File: src/rtl/mdu_pkg.sv
// Shared definitions for the multiply/divide sequencer: op codes, state encoding, step count.
package mdu_pkg;

  localparam int STEPS = 32;

  localparam logic [1:0] OP_MULTU = 2'b00;
  localparam logic [1:0] OP_MULT  = 2'b01;
  localparam logic [1:0] OP_DIVU  = 2'b10;
  localparam logic [1:0] OP_DIV   = 2'b11;

  localparam logic [2:0] S_IDLE = 3'd0;
  localparam logic [2:0] S_PREP = 3'd1;
  localparam logic [2:0] S_RUN  = 3'd2;
  localparam logic [2:0] S_FIX  = 3'd3;
  localparam logic [2:0] S_DONE = 3'd4;

endpackage

File: src/rtl/mdu_addsub.sv
// Shared adder for the MDU; inv_b_i turns it into a subtractor (B inverted, carry-in forced).
module mdu_addsub #(
  parameter int WIDTH = 32
) (
  input  logic [WIDTH-1:0] a_i,
  input  logic [WIDTH-1:0] b_i,
  input  logic             inv_b_i,
  output logic [WIDTH-1:0] sum_o,
  output logic             carry_o
);

  logic [WIDTH-1:0] b_x;

  assign b_x = b_i ^ {WIDTH{inv_b_i}};
  assign {carry_o, sum_o} = {1'b0, a_i} + {1'b0, b_x} + {{WIDTH{1'b0}}, inv_b_i};

endmodule

File: src/rtl/mdu_sequencer.sv
// Multi-cycle MULT/MULTU/DIV/DIVU unit holding HI/LO. Divide support is built only when
// MDU_DIV_EN is defined; otherwise divide ops complete immediately with div_by_zero flagging them.
//
// state | meaning
// IDLE  | waiting for start, operands latched on accept
// PREP  | take operand magnitudes, record result/remainder signs, detect b==0
// RUN   | 32 shift-add / restoring-subtract steps
// FIX   | sign correction, write hi/lo
// DONE  | done pulse, back to IDLE
module mdu_sequencer
  import mdu_pkg::*;
#(
  parameter int WIDTH = 32
) (
  input  logic             clk,
  input  logic             reset,
  input  logic             start,
  input  logic [1:0]       op,
  input  logic [WIDTH-1:0] a,
  input  logic [WIDTH-1:0] b,
  output logic             busy,
  output logic             done,
  output logic             div_by_zero,
  output logic [WIDTH-1:0] hi,
  output logic [WIDTH-1:0] lo
);

  localparam int CW = $clog2(WIDTH) + 1;

  logic [2:0]         state_q, state_d;
  logic [1:0]         op_q, op_d;
  logic [WIDTH-1:0]   a_q, a_d, b_q, b_d, mc_q, mc_d;
  logic [WIDTH-1:0]   hi_q, hi_d, lo_q, lo_d;
  logic [2*WIDTH-1:0] acc_q, acc_d;
  logic [CW-1:0]      cnt_q, cnt_d;
  logic               neg_q, neg_d;

  logic               sgn, is_div, inv_b, add_co;
  logic [WIDTH-1:0]   a_abs, b_abs, add_a, add_sum;
  logic [2*WIDTH-1:0] mul_next, prod_fix;

  assign sgn      = op_q[0];
  assign a_abs    = (sgn && a_q[WIDTH-1]) ? -a_q : a_q;
  assign b_abs    = (sgn && b_q[WIDTH-1]) ? -b_q : b_q;
  assign mul_next = acc_q[0] ? {add_co, add_sum, acc_q[WIDTH-1:1]} : {1'b0, acc_q[2*WIDTH-1:1]};
  assign prod_fix = neg_q ? -acc_q : acc_q;

`ifdef MDU_DIV_EN
  logic               negr_q, negr_d, dz_q, dz_d, take;
  logic [2*WIDTH-1:0] div_next;
  logic [WIDTH-1:0]   quo_fix, rem_fix;

  assign is_div = op_q[1];
  assign inv_b  = is_div;
  assign add_a  = is_div ? acc_q[2*WIDTH-2:WIDTH-1] : acc_q[2*WIDTH-1:WIDTH];
  // A set bit shifted out of the remainder means it already exceeds any divisor.
  assign take     = acc_q[2*WIDTH-1] | add_co;
  assign div_next = {take ? add_sum : acc_q[2*WIDTH-2:WIDTH-1], acc_q[WIDTH-2:0], take};
  assign quo_fix  = neg_q ? -acc_q[WIDTH-1:0] : acc_q[WIDTH-1:0];
  assign rem_fix  = negr_q ? -acc_q[2*WIDTH-1:WIDTH] : acc_q[2*WIDTH-1:WIDTH];
  assign div_by_zero = (state_q == S_DONE) && dz_q;
`else
  assign is_div = 1'b0;
  assign inv_b  = 1'b0;
  assign add_a  = acc_q[2*WIDTH-1:WIDTH];
  assign div_by_zero = (state_q == S_DONE) && op_q[1];
`endif

  mdu_addsub #(.WIDTH(WIDTH)) u_addsub (
    .a_i     (add_a),
    .b_i     (mc_q),
    .inv_b_i (inv_b),
    .sum_o   (add_sum),
    .carry_o (add_co)
  );

  always_comb begin
    state_d = state_q;
    op_d    = op_q;
    a_d     = a_q;
    b_d     = b_q;
    mc_d    = mc_q;
    acc_d   = acc_q;
    cnt_d   = cnt_q;
    neg_d   = neg_q;
    hi_d    = hi_q;
    lo_d    = lo_q;
`ifdef MDU_DIV_EN
    negr_d  = negr_q;
    dz_d    = dz_q;
`endif
    case (state_q)
      S_IDLE: begin
        if (start) begin
          op_d = op;
          a_d  = a;
          b_d  = b;
`ifdef MDU_DIV_EN
          dz_d    = 1'b0;
          state_d = S_PREP;
`else
          state_d = op[1] ? S_DONE : S_PREP;
`endif
        end
      end
      S_PREP: begin
        neg_d   = sgn && (a_q[WIDTH-1] ^ b_q[WIDTH-1]);
        cnt_d   = '0;
        state_d = S_RUN;
        mc_d    = a_abs;
        acc_d   = {{WIDTH{1'b0}}, b_abs};
`ifdef MDU_DIV_EN
        negr_d = sgn && a_q[WIDTH-1];
        if (is_div) begin
          mc_d  = b_abs;
          acc_d = {{WIDTH{1'b0}}, a_abs};
          if (b_q == '0) begin
            dz_d    = 1'b1;
            state_d = S_FIX;
          end
        end
`endif
      end
      S_RUN: begin
        cnt_d = cnt_q + CW'(1);
        acc_d = mul_next;
`ifdef MDU_DIV_EN
        if (is_div) acc_d = div_next;
`endif
        if (cnt_q == CW'(STEPS - 1)) state_d = S_FIX;
      end
      S_FIX: begin
        hi_d    = prod_fix[2*WIDTH-1:WIDTH];
        lo_d    = prod_fix[WIDTH-1:0];
`ifdef MDU_DIV_EN
        if (is_div) begin
          hi_d = dz_q ? a_q : rem_fix;
          lo_d = dz_q ? {WIDTH{1'b1}} : quo_fix;
        end
`endif
        state_d = S_DONE;
      end
      S_DONE:  state_d = S_IDLE;
      default: state_d = S_IDLE;
    endcase
  end

  always_ff @(posedge clk) begin
    if (reset) begin
      state_q <= S_IDLE;
      op_q    <= '0;
      a_q     <= '0;
      b_q     <= '0;
      mc_q    <= '0;
      acc_q   <= '0;
      cnt_q   <= '0;
      neg_q   <= 1'b0;
      hi_q    <= '0;
      lo_q    <= '0;
`ifdef MDU_DIV_EN
      negr_q  <= 1'b0;
      dz_q    <= 1'b0;
`endif
    end else begin
      state_q <= state_d;
      op_q    <= op_d;
      a_q     <= a_d;
      b_q     <= b_d;
      mc_q    <= mc_d;
      acc_q   <= acc_d;
      cnt_q   <= cnt_d;
      neg_q   <= neg_d;
      hi_q    <= hi_d;
      lo_q    <= lo_d;
`ifdef MDU_DIV_EN
      negr_q  <= negr_d;
      dz_q    <= dz_d;
`endif
    end
  end

  assign busy = (state_q == S_PREP) || (state_q == S_RUN) || (state_q == S_FIX);
  assign done = (state_q == S_DONE);
  assign hi   = hi_q;
  assign lo   = lo_q;

endmodule

File: config.mk
export PLATFORM = sky130hd
export DESIGN_NAME = mdu_sequencer
export DESIGN_NICKNAME = d
export VERILOG_FILES = /design/src/rtl/mdu_pkg.sv /design/src/rtl/mdu_addsub.sv /design/src/rtl/mdu_sequencer.sv
export SDC_FILE = /design/constraint.sdc
export NUM_CORES = 1
export LEC_CHECK = 0
export ABC_AREA = 1
export CAP_MARGIN = 20
export CORE_MARGIN = 3
export CORE_UTILIZATION = 35
export CTS_CLUSTER_DIAMETER = 40
export DETAILED_ROUTE_END_ITERATION = 8
export PLACE_DENSITY = 0.5
export SLEW_MARGIN = 20
export SYNTH_ARGS = -nofsm -noshare
export SYNTH_HDL_FRONTEND = slang
export SYNTH_SLANG_ARGS = --single-unit
File: constraint.sdc
create_clock -name clk -period 3 [get_ports clk]
set_clock_uncertainty 0.2 [all_clocks]
set_input_delay 0.3 -clock clk [delete_from_list [all_inputs] [get_ports clk]]
set_output_delay 0.3 -clock clk [all_outputs]
set_load 0.02 [all_outputs]
==> results.py <==
metrics = {
    "cells_and_area": {
        "fillers": 4557,
        "final_net_count": 2715,
        "n_antenna_cell": 0,
        "area_delta_synth_final_pct": 23.8,
        "drive_gt1_share_pct": 6.62,
        "final_cell_count_no_fill": 3221,
    },
    "placement": {
        "place_inst": 3137,
        "dp_hpwl_mm": 43.9,
        "portBuffers": 135,
        "gp_congestion": 0.940,
    },
    "global_routing": {
        "grt_antenna_before_repair": 1,
        "grt_pass1_wl_mm": 89.7,
        "grt.total_usage_pct": 24.3,
        "grt_pass1_vias": 15710,
        "grt_max_degree": 83,
        "overflow": 0,
    },
    "timing": {
        "fin_setup_tns_ns": 0,
        "setup_viol": 0,
        "rsz0062_at_grt": "no",
        "max_freq_mhz": 372,
        "timing.final.crit_share_pct": 89.5,
        "hold_viol": 0,
        "fin_crit_ns": 2.69,
        "report.final.slew_viol_count": 0,
        "worst_pin_slew_ns": 0.870,
        "maxSlewHeadroom_pct": 42.0,
    },
    "synth": {
        "syn_inst": 2491,
        "synth_fp_nets": 2597,
        "synth_area_leaders": "dfxtp_1 (31%), nand2_1 (15%), inv_1 (8.6%)",
        "synth_edf_count": 0,
        "syn_area_per_cell_um2": 6.13,
        "synth-main-ff-cell": "dfxtp_1",
        "ys_types": 45,
        "yosysTopAreaCellShare_pct": 30.9,
        "synth.largest_area_cell": "dfxtp_1",
        "syn_area_um2": 15300,
        "async_flop_share_pct": 0,
        "synth_warnings": 0,
        "yosysSeqAreaShare_pct": 30.9,
        "ys_seq_elements": 236,
    },
    "clocking": {
        "clk_latency_ns": 0.58,
        "ctsLongestPathBuffers": 3,
        "cts_buffers": 46,
        "post-cts-setup-buffers": 0,
        "cts_root_buffer": "clkbuf_16",
        "clock_sinks": 236,
        "clk_pin_slew_worst_paths_ns": 0.05,
        "cts_tree": "yes",
        "htreeDepth": 2,
    },
    "setup_path": {
        "cp.arrival_ns": 2.19,
        "start_kind": "flip-flop",
        "critPathCaptureType": "primary output",
        "critical_path_required_ns": 2.50,
        "critPathMaxFanout": 5,
        "critPathKind": "flip-flop to primary output",
        "r2r_slack_ns": 0.46,
    },
    "power": {
        "vdd_ir_drop_max_uv": 376,
        "p_leak_nw": 8.60,
        "power_density_nw_per_um2": 621,
    },
    "floorplan": {
        "io_pins": 136,
        "rows": 75,
        "core_um2": 42500,
        "die_h_um": 215,
        "start_util_pct": 35.9,
        "die_x_um": 215,
        "fp.dieArea_um2": 46200,
    },
    "route": {
        "dr.pass1.iters": 6,
        "drt-initial-drc-count": 1276,
        "drc_errors": 0,
        "vias_per_cell": 5.05,
        "ant_nets": 0,
        "wirelength_mm": 56.9,
        "routed-via-count": 16270,
        "routedWlPerCell_um": 17.7,
    },
    "run": {
        "drv_cap": 0,
    },
    "worst_hold_path": {
        "hold_class": "input pin to flip-flop",
    },
    "run_status": {
        "status": "finished, final reports clean",
    },
}
sequential cells by signal, indices dropped and copies added (netlist names):
signal / flops
acc_q: 64
a_q: 32
b_q: 32
hi: 32
lo: 32
mc_q: 32
cnt_q: 6
state_q: 3
op_q: 2
neg_q: 1
stage by stage:
step           hold slack (ns)  setup WS (ns)  area, um^2  utilization, %  power (mW)
3_5_place_dp             0.255          0.518       17200            40.5        6.30
5_1_grt                  0.148          0.142       18900            44.5        12.4
6_report                 0.156          0.314       18900            44.5        11.7
4_1_cts                  0.119          0.285       18900            44.5        11.8
3_3_place_gp             0.244          0.531       17200            40.5        6.30
2_1_floorplan            0.231          0.561       15300               -        5.42
worst max-delay path: stages, from the launching register on:
cell and delay [ns]:
dfxtp_1 0.35, nor2_1 0.30, inv_1 0.14, nor3_1 0.16, clkdlybuf4s50_1 0.65
cell usage in the layout, fill, tap and decap left out, types with 36 or more instances in the layout:
master           instances
nand2_1                609
clkdlybuf4s50_1        134
o21ai_0                180
xor2_1                  48
nand3_1                164
nor2_1                 297
nand4_1                 38
inv_1                  347
clkbuf_16               47
a21oi_1                233
dfxtp_1                235
ha_1                    36
synthesized netlist by cell type (5+ instances only):
| cell | instances |
|---|---|
| a21oi_1 | 233 |
| a31oi_1 | 22 |
| buf_1 | 6 |
| buf_2 | 30 |
| clkbuf_1 | 62 |
| dfxtp_1 | 236 |
| ha_1 | 36 |
| inv_1 | 348 |
| inv_2 | 11 |
| nand2_1 | 609 |
| nand2_2 | 8 |
| nand3_1 | 165 |
| nand3_2 | 6 |
| nand4_1 | 38 |
| nor2_1 | 297 |
| nor2_2 | 12 |
| nor2_4 | 7 |
| nor3_1 | 19 |
| nor4_1 | 5 |
| o211ai_1 | 23 |
| o21a_1 | 6 |
| o21ai_0 | 180 |
| o21ai_1 | 19 |
| o21ai_2 | 7 |
| o21bai_1 | 7 |
| o221ai_1 | 7 |
| o22ai_1 | 17 |
| xor2_1 | 48 |
cell type report:
| type | count | area, um^2 | share of cell area [%] |
|---|---|---|---|
| flip-flops and latches | 236 | 4730 | 25.0 |
| repair buffers | 169 | 1640 | 8.70 |
| multi-input cells | 1797 | 8790 | 46.5 |
| clock inverters | 16 | 274 | 1.45 |
| inverters | 359 | 1350 | 7.14 |
| well taps | 577 | 722 | 3.82 |
| clock buffers | 67 | 1390 | 7.36 |
worst paths after layout:
kind,cells after the start,start,endpoint
hold reg to reg,2,op_q[1],op_q[1]
setup reg to reg,14,acc_q[32],acc_q[63]
setup / recovery,4,state_q[1],div_by_zero
hold / removal,3,a[2],a_q[2]
per-layer routing:
metal	vias up	part of all wire, %	global-route usage [%]	routed length [um]
met2	435	42	37.1	24100
met4	0	2.4	7.05	1340
met5	-	0	0	0
met3	77	4.9	3.11	2790
li1	8307	-	-	-
met1	7451	50	35.6	28600
kinds of logic after synthesis:
logic type | share of synthesized area (%)
AO/OA/AOI/OAI | 19.0
XOR/XNOR | 2.93
AND/OR/NAND/NOR | 32.5
buffers and inverters | 11.6
adder cells (fa/ha/maj) | 3.08
flip-flops | 30.9
timing repair:
action / 4_1_cts / 5_1_grt
hold endpoints to repair: 11 / 0
gates resized for setup: 0 / 0
hold buffers: 1 / 0
report_power, final:
part	total, mW	switching (mW)	internal (mW)
Combinational	2.70	1.84	0.858
Sequential	3.59	0.221	3.37
Clock	5.45	1.80	3.65
Power figures use the tool's default switching activity.
